$ cat src/rtl/uart_tx_arbiter.sv
// Message-granular round-robin arbiter sharing one uart_tx between N_REQ byte clients.
// An idle watchdog revokes and blocks a stalled owner until it drops req.
module uart_tx_arbiter #(
    parameter int N_REQ      = 3,
    parameter int IDW        = 2,
    parameter int IDLE_LIMIT = 1000000,
    parameter int WD_W       = 20
) (
    input  logic               clk,
    input  logic               rst_n,
    input  logic [N_REQ-1:0]   req,
    input  logic [N_REQ-1:0]   cli_tx_start,
    input  logic [8*N_REQ-1:0] cli_tx_data,
    output logic [N_REQ-1:0]   cli_tx_busy,
    output logic [N_REQ-1:0]   gnt,
    output logic [IDW-1:0]     owner_id,
    output logic               uart_tx_start,
    output logic [7:0]         uart_tx_data,
    input  logic               uart_tx_busy,
    output logic               timeout
);

    localparam logic [1:0] ST_IDLE  = 2'd0;
    localparam logic [1:0] ST_OWN   = 2'd1;
    localparam logic [1:0] ST_DRAIN = 2'd2;

    localparam int unsigned NR = N_REQ;

    logic [1:0]       state_q, state_d;
    logic [N_REQ-1:0] gnt_q, gnt_d;
    logic [IDW-1:0]   owner_id_q, owner_id_d;
    logic [IDW-1:0]   last_owner_q, last_owner_d;
    logic [N_REQ-1:0] blocked_q, blocked_d;
    logic [WD_W-1:0]  wd_q, wd_d;

    logic             own_req;
    logic             own_start;
    logic [7:0]       own_data;
    logic [N_REQ-1:0] own_onehot;
    logic             release_w;
    logic             wd_idle;
    logic             expire;
    logic [N_REQ-1:0] eligible;
    logic             found;
    logic [IDW-1:0]   pick;
    logic [N_REQ-1:0] pick_onehot;

    function automatic int unsigned rr_wrap(input int unsigned v);
        return (v >= NR) ? v - NR : v;
    endfunction

    always_comb begin
        own_req    = 1'b0;
        own_start  = 1'b0;
        own_data   = '0;
        own_onehot = '0;
        for (int unsigned i = 0; i < NR; i++) begin
            if (owner_id_q == IDW'(i)) begin
                own_req       = req[i];
                own_start     = cli_tx_start[i];
                own_data      = cli_tx_data[8*i +: 8];
                own_onehot[i] = 1'b1;
            end
        end
    end

    // A release on the expiry cycle wins: normal hand-over, no timeout, no block.
    assign release_w = (state_q == ST_OWN) && !own_req;
    assign wd_idle   = !own_start && !uart_tx_busy;
    assign expire    = (IDLE_LIMIT != 0) && (state_q == ST_OWN) && !release_w
                       && (wd_q == WD_W'(IDLE_LIMIT));
    assign eligible  = req & ~blocked_q;

    // Round-robin search begins at the client after the most recent owner.
    always_comb begin
        found       = 1'b0;
        pick        = '0;
        pick_onehot = '0;
        for (int unsigned k = 1; k <= NR; k++) begin
            for (int unsigned j = 0; j < NR; j++) begin
                if (!found && eligible[j] && (j == rr_wrap(32'(last_owner_q) + k))) begin
                    found          = 1'b1;
                    pick           = IDW'(j);
                    pick_onehot[j] = 1'b1;
                end
            end
        end
    end

    always_comb begin
        state_d      = state_q;
        gnt_d        = gnt_q;
        owner_id_d   = owner_id_q;
        last_owner_d = last_owner_q;
        blocked_d    = blocked_q & req;
        wd_d         = '0;
        case (state_q)
            ST_IDLE: begin
                if (found) begin
                    gnt_d        = pick_onehot;
                    owner_id_d   = pick;
                    last_owner_d = pick;
                    state_d      = ST_OWN;
                end
            end
            ST_OWN: begin
                if (release_w || expire) begin
                    gnt_d   = '0;
                    state_d = uart_tx_busy ? ST_DRAIN : ST_IDLE;
                    if (expire) begin
                        blocked_d = blocked_d | own_onehot;
                    end
                end else if ((IDLE_LIMIT != 0) && wd_idle) begin
                    wd_d = wd_q + 1'b1;
                end
            end
            ST_DRAIN: begin
                gnt_d = '0;
                if (!uart_tx_busy) begin
                    state_d = ST_IDLE;
                end
            end
            default: begin
                gnt_d   = '0;
                state_d = ST_IDLE;
            end
        endcase
    end

    always_ff @(posedge clk or negedge rst_n) begin
        if (!rst_n) begin
            state_q      <= ST_IDLE;
            gnt_q        <= '0;
            owner_id_q   <= '0;
            last_owner_q <= IDW'(N_REQ - 1);
            blocked_q    <= '0;
            wd_q         <= '0;
        end else begin
            state_q      <= state_d;
            gnt_q        <= gnt_d;
            owner_id_q   <= owner_id_d;
            last_owner_q <= last_owner_d;
            blocked_q    <= blocked_d;
            wd_q         <= wd_d;
        end
    end

    assign uart_tx_start = (state_q == ST_OWN) && own_start && own_req;
    assign uart_tx_data  = (state_q == ST_OWN) ? own_data : '0;
    assign cli_tx_busy   = ((state_q == ST_OWN) && uart_tx_busy) ? own_onehot : '0;
    assign gnt           = gnt_q;
    assign owner_id      = owner_id_q;
    assign timeout       = expire;

endmodule

$ cat config.mk
export PLATFORM = sky130hd
export DESIGN_NAME = uart_tx_arbiter
export DESIGN_NICKNAME = d
export VERILOG_FILES = /design/src/rtl/uart_tx_arbiter.sv
export SDC_FILE = /design/constraint.sdc
export NUM_CORES = 1
export LEC_CHECK = 0
export ABC_AREA = 1
export CAP_MARGIN = 0
export CORE_MARGIN = 1.5
export CORE_UTILIZATION = 54
export DETAILED_ROUTE_END_ITERATION = 12
export GPL_ROUTABILITY_DRIVEN = 0
export PLACE_DENSITY = 0.88
export SLEW_MARGIN = 25
export SYNTH_ARGS = -nofsm -noshare
export SYNTH_HDL_FRONTEND = slang
export SYNTH_SLANG_ARGS = --single-unit
$ cat constraint.sdc
create_clock -name clk -period 3.95 [get_ports clk]
set_input_delay 0.9875 -clock clk [delete_from_list [all_inputs] [get_ports clk]]
set_output_delay 0.9875 -clock clk [all_outputs]
set_load 0.02 [all_outputs]
==> results of run 1 <==
-- worst min-delay path by stage --
stage | cells after the start | slack (ns) | startpoint | end
after CTS | 1 | 0.47 | wd_q[0] | wd_q[0]
after global routing | 1 | 0.49 | wd_q[0] | wd_q[0]
after floorplan | 1 | 0.43 | wd_q[0] | wd_q[0]
after detailed placement | 1 | 0.45 | wd_q[0] | wd_q[0]
final | 1 | 0.46 | wd_q[0] | wd_q[0]
after global placement | 1 | 0.45 | wd_q[0] | wd_q[0]
-- cell type report --
cell class / count / area [µm²] / area share, %
tap: 48 / 60.1 / 2.17
inverter: 42 / 160 / 5.78
sequential: 31 / 777 / 28.0
multi-input combinational: 199 / 1130 / 40.7
timing repair buffer: 54 / 531 / 19.1
clock buffer: 6 / 82.6 / 2.98
clock inverter: 2 / 35.0 / 1.26
-- cell usage after synthesis, types with 2 or more instances --
cell type,number
a21oi_1,3
buf_6,2
nand2_1,77
nand3_1,16
nor3_2,2
a31oi_1,5
inv_2,2
and3_1,3
inv_1,39
nor3b_2,2
nor2_2,3
nor3_1,6
nand2_2,2
ha_1,5
nand4_1,12
o22ai_1,2
nor2_1,27
xnor2_1,2
xor2_1,9
nor2_4,11
o21ai_0,3
dfrtp_1,30
-- cell families after synthesis --
logic type               Yosys count  share of synthesized area [%]
XOR/XNOR                          11                           4.56
AND/OR/NAND/NOR                  164                           39.2
adder cells (fa/ha/maj)            5                           2.96
AO/OA/AOI/OAI                     19                           6.63
flip-flops                        31                           36.7
buffers and inverters             46                           9.94
-- sequential cells by signal, summed over array words and instances (netlist names) --
register      cells
state_q           2
wd_q             20
last_owner_q      1
gnt               3
owner_id          2
blocked_q         3
-- routing by layer --
layer  wire, µm  up-vias
li1           -      994
met1       2160      878
met2       2500       29
met3        141        3
met4         29        0
met5          0        -
-- worst max-delay path: stages --
cell and delay, ns:
clkdlybuf4s50_1 0.50, inv_1 0.08, o211ai_2 0.16, nand2_1 0.08, inv_1 0.11, nand4_1 0.13, inv_1 0.10, clkdlybuf4s50_1 0.61
-- power groups by stage --
stage	Clock (µW)	Sequential [µW]	Combinational [µW]
3_3_place_gp	0	397	689
4_1_cts	336	393	698
2_1_floorplan	0	403	468
6_report	327	393	695
3_5_place_dp	0	399	697
5_1_grt	346	397	777
-- placed cells by master, fill, tap and decap left out, types with 2 or more instances in the layout --
cell | netlist | layout
nand2_1 | 77 | 77
clkdlybuf4s50_1 | 0 | 50
inv_1 | 39 | 39
dfrtp_1 | 30 | 30
nor2_1 | 27 | 27
nand3_1 | 16 | 16
nand4_1 | 12 | 12
nor2_4 | 11 | 11
xor2_1 | 9 | 9
nor3_1 | 6 | 6
clkbuf_8 | 0 | 6
a31oi_1 | 5 | 5
ha_1 | 5 | 5
buf_4 | 1 | 4
nor2_2 | 3 | 3
a21oi_1 | 3 | 3
o21ai_0 | 3 | 3
and3_1 | 3 | 3
inv_2 | 2 | 2
o22ai_1 | 2 | 2
nand2_2 | 2 | 2
nor3_2 | 2 | 2
nor3b_2 | 2 | 2
xnor2_1 | 2 | 2
-- stage by stage --
stage / area (µm²) / std cells / utilization [%] / worst slack [ns]
6_report: 2770 / 382 / 74.6 / 0.204
5_1_grt: 2770 / 382 / 74.6 / 0.125
4_1_cts: 2770 / 382 / 74.6 / 0.202
3_5_place_dp: 2660 / 374 / 71.4 / 0.208
3_3_place_gp: 2660 / 374 / 71.4 / 0.268
2_1_floorplan: 2110 / 276 / - / 1.32
==> summary.md, run 1 <==
| Metric | Value |
|---|---|
| Outcome | finished, final reports clean |
| Via count | about 1.9k |
| Crit Path Class | primary input to primary output |
| I/O pins | 51 |
| #FFs+latches synth | 31 |
| Met1 Use GR | a little under a third |
| H-tree Lvls | 2 |
| Clock buffer depth | 2 |
| Reg2reg start | owner_id[0] |
| Nets | ~370 |
| Die H | approximately 66 µm |
| Net Sw Frac | approximately two fifths |
| Sequential area share after synthesis | a little under two fifths |
| IO buf count | 50 |
| Final-report hold violation count | 0 |
| Worst R2R Setup Slack | between 1.5 and 2 ns |
| Worst vdd ir | 337 µV |
| Rows | 22 |
| Syn-to-layout area delta | 31.1% |
| Yosys warns | 0 |
| Post-synth EDFFs | 0 |
| Antenna Violating Nets Remaining | 0 |
| Met3 GRT Util | 6.16% |
| Ys async rst share | 100% |
| CP endpoint | timeout |
| Synth top area share | between 30% and 40% |
| Final WL | around 4800 µm |
| Reg power frac | between 20% and 30% |
| Crit path from | req[0] |
| Pleak | roughly 0.0012 µW |
| Unrepaired setup endpoints after global routing | false |
| Vias in the first global route | about 1.9k |
| Reg clk slew, reported paths | approximately 0.07 ns |
| Vias per cell | 4.98 |
| Cts bufs inserted | 5 |
| TNS Setup | 0 ns |
| Fin crit share | 94.8% |
| Initial Util | between 50% and 60% |
| Arrival time worst endpoint | 2.76 ns |
| Startpoint Class | primary input |
| Pwr Density | 510 nW/µm² |
| Grt total ovfl | 0 |
| CTS tree | built |
| Data required, critical path | ~3 ns |
| Setup bufs post-CTS | 0 |
| Power Internal | 838 µW |
| First-pass GRT wire length | 8310 µm |
| F_max | approximately 270 MHz |
| GRT Total Usage | between 20% and 30% |
| Synth area leaders | dfrtp_1 36%, nand2_1 14%, inv_1 6.9% |
| Sw Pwr | 576 µW |
| Die width | ~66 µm |
| GRT busiest layer | met2 |
| Syn nets | around 310 |
| Max Clock Skew | a little under 0.006 ns |
| Pin count of the biggest net entering global routing | 32 |
| Ant. Diodes | 0 |
| First drt pass iteration count | 4 |
| Final Slew Violations | 0 |
| Clock root buffer | clkbuf_8 |
| Fillers | between 200 and 300 |
| Gate Count Post-Synth | around 280 |
| Initial drt markers | about 130 |
| Die area | about 4300 µm² |
| Pwr Total | about 1400 µW |
| Hold buffers post-CTS | 0 |
| Share of layout cells above drive strength 1 | 12.0% |
| Max_cap viols | 0 |
| Yosys top cell by area | dfrtp_1 |
| Hold slack | 0.463 ns |
| Syn_area_per_cell | 7.66 µm² |
| Clock power share | between 20 and 25% |
| Worst r2r path cells | 12 |
| Cell Area, Synth | between 2000 and 2500 µm² |
| Wire per inst | 12.6 µm |
| Synth cell types | 35 |
| Critical Path Sink Type | primary output |
| Hpwl dp | 3670 µm |
| Number of antenna violations at the first check in global routing | 0 |
| Final Setup Violations | 0 |
| # resized after CTS | 0 |
| Worst skew pair latency | slightly below 0.3 ns |
| Combinational fraction of design power | just under 50% |
| Core area | approximately 3700 µm² |
| Min Clock Period, post-route | approximately 3.7 ns |
| Clk sinks | 31 |
| Main synth FF type | dfrtp_1 |
| Slew HR | roughly 64% |
| Worst-Margin Slew | approximately 0.53 ns |
| GRT met2 Usage | ~45% |
| Worst Hold Class | flip-flop to flip-flop |
| R2R Path End | gnt[0] |
| Post-route DRC | 0 |
| CP max FO | 3 |
(Power assumes the default switching activity.)
==> inputs of run 2 (changes only) <==
--- a/config.mk
+++ b/config.mk
@@ -11,7 +11,7 @@
 export CORE_UTILIZATION = 54
 export DETAILED_ROUTE_END_ITERATION = 12
 export GPL_ROUTABILITY_DRIVEN = 0
-export PLACE_DENSITY = 0.88
+export PLACE_DENSITY = 0.95
 export SLEW_MARGIN = 25
 export SYNTH_ARGS = -nofsm -noshare
 export SYNTH_HDL_FRONTEND = slang
==> summary.md, run 2 (same netlist as run 1, synthesis figures left out) <==
| Metric | Value |
|---|---|
| Outcome | finished, final reports clean |
| Most common cell after layout, fill and taps aside | nand2_1 |
| Unrepaired setup endpoints after global routing | false |
| TNS Setup | 0 ns (unchanged) |
| Initial drt markers | 123 (-2.4%) |
| Hpwl dp | 3580 µm (-2.5%) |
| Die area | 4300 µm² (unchanged) |
| Hold Crit Depth | 2 (+1) |
| WL met3 | 164 µm (+16%) |
| Cts bufs inserted | 5 (unchanged) |
| Final Slew Violations | 0 (unchanged) |
| Reg2reg start | owner_id[0] |
| CP dominant cell by count | inv_1 |
| Final-report hold violation count | 0 (unchanged) |
| Pwr Total | 1330 µW (-6.0%) |
| Critical Path Sink Type | primary output |
| Place WS | 0.244 ns (+0.0358 ns) |
| Worst r2r path cells | 12 (unchanged) |
| CP top delay family | buffers and inverters |
| Hold endpoint | gnt[0] |
| R2R Path End | gnt[1] |
| Share of layout cells above drive strength 1 | 11.7% (-0.26 points) |
| Pwr Density | 487 nW/µm² (-4.6%) |
| Hold_sp | gnt[0] |
| Wire per inst | 12.3 µm (-3.0%) |
| CTS tree | built |
| Worst path cell trace | clkdlybuf4s50_1 > inv_1 > o211ai_2 > nand2_1 > inv_1 > nand4_1 > inv_1 > clkdlybuf4s50_1 |
| First-pass GRT wire length | 8110 µm (-2.3%) |
| Post-route DRC | 0 (unchanged) |
| Data required, critical path | 2.96 ns (about the same) |
| Max_cap viols | 0 (unchanged) |
| CP max FO | 3 (unchanged) |
| Worst path buffer plus inverter count | 5 (unchanged) |
| Number of antenna violations at the first check in global routing | 0 (unchanged) |
| Slowest CP cell | clkdlybuf4s50_1 |
| Final WS setup | 0.245 ns (+0.0409 ns) |
| GRT Total Usage | 24.4% (-0.85 points) |
| M1 wire length | 2100 µm (-2.8%) |
| I/O pins | 51 (unchanged) |
| Worst Hold Class | flip-flop to flip-flop |
| Vias per cell | 5.14 (+3.2%) |
| Clk sinks | 31 (unchanged) |
| H-tree Lvls | 2 (unchanged) |
| Worst-Margin Slew | 0.460 ns (-0.0701 ns) |
| Final Setup Violations | 0 (unchanged) |
| Most frequent cells in the layout | 77 x nand2_1, 50 x clkdlybuf4s50_1, 39 x inv_1 |
| First drt pass iteration count | 4 (unchanged) |
| Rows | 22 (unchanged) |
| Final WL | 4670 µm (-3.3%) |
| Top Layer Used | met4 |
| Via count | 1959 (+2.9%) |
| Worst path max stage delay | 0.61 ns (about the same) |
| Slew HR | 69.0% (+4.7 points) |
| Crit Path Class | primary input to primary output |
| Grt total ovfl | 0 (unchanged) |
| IO buf count | 50 (unchanged) |
| Vias in the first global route | 1904 (+0.79%) |
| Worst skew pair latency | 0.29 ns (about the same) |
| F_max | 270 MHz (+1.1%) |
| Arrival time worst endpoint | 2.72 ns (-0.04 ns) |
| Die H | 65.6 µm (unchanged) |
| Die width | 65.6 µm (unchanged) |
| Setup bufs post-CTS | 0 (unchanged) |
| Reg clk slew, reported paths | 0.06 ns (about the same) |
| Pin count of the biggest net entering global routing | 32 (unchanged) |
| Core area | 3720 µm² (unchanged) |
| Hold buffers post-CTS | 0 (unchanged) |
| Cell area after layout | 2730 µm² (-1.5%) |
| Pleak | 0.00121 µW (-1.5%) |
| # resized after CTS | 0 (unchanged) |
| Worst R2R Setup Slack | 1.84 ns (-0.02 ns) |
| Startpoint Class | primary input |
| Clock buffer depth | 2 (unchanged) |
| Nets | 370 (-0.27%) |
| Ant. Diodes | 0 (unchanged) |
| Worst vdd ir | 286 µV (-15%) |
| Initial Util | 56.9% (unchanged) |
| Biggest register | wd_q |
| Max Clock Skew | 0.00619 ns (+0.000340 ns) |
| Clock root buffer | clkbuf_8 |
| Syn-to-layout area delta | 29.2% |
| Min Clock Period, post-route | 3.71 ns (-0.0409 ns) |
| Max FFs per register | 20 (unchanged) |
| DR WL met2 | 2340 µm (-6.4%) |
| Placed cell areas | 2650 µm² (-0.28%) |
| Antenna Violating Nets Remaining | 0 (unchanged) |
| Fin crit share | 93.8% (-1.0 points) |
## run 2: worst reg2reg max path, cell delays in order (launching register included)
cell	delay, ns
dfrtp_1	0.54
inv_2	0.10
ha_1	0.30
inv_1	0.06
nand3_1	0.14
nand2_1	0.06
a21oi_1	0.18
nand4_1	0.14
nor2_1	0.19
nand4_1	0.11
nand2_1	0.14
nand2_1	0.06
nand2_1	0.05
## run 2: cell type report
cell class,instances,area [µm²]
Fill cell,282,985
Clock buffer,5,68.8
Clock inverter,3,15.0
Sequential cell,31,777
Timing Repair Buffer,53,523
Inverter,42,160
Tap cell,48,60.1
Multi-Input combinational cell,199,1130
## run 2: worst max-delay path by stage
stage | start | end | slack (ns) | depth (start not counted)
final | req[0] | timeout | 0.24 | 8
after global routing | req[0] | timeout | 0.17 | 8
after CTS | req[0] | timeout | 0.24 | 8
after detailed placement | req[0] | timeout | 0.24 | 8
after global placement | req[0] | timeout | 0.27 | 8
after floorplan | req[0] | timeout | 1.32 | 6
## run 2: layer usage
layer  up-vias  track usage, %
met5         -               0
met4         0            8.07
met3         9            6.16
met2        44            43.1
met1       922            28.7
li1        984               -
## run 2: where the power goes
group / internal, µW / leakage (µW) / switching, µW
Clock: 120 / 0.0000477 / 118
Combinational: 275 / 0.000741 / 421
Sequential: 355 / 0.000423 / 39.5
## run 2: per-stage QoR
| stage | instances | hold WS [ns] | util (%) |
|---|---|---|---|
| 2_1_floorplan | 276 | 0.431 | - |
| 3_3_place_gp | 373 | 0.452 | 71.2 |
| 3_5_place_dp | 373 | 0.457 | 71.2 |
| 4_1_cts | 381 | 0.474 | 73.5 |
| 5_1_grt | 381 | 0.494 | 73.5 |
| 6_report | 381 | 0.468 | 73.5 |
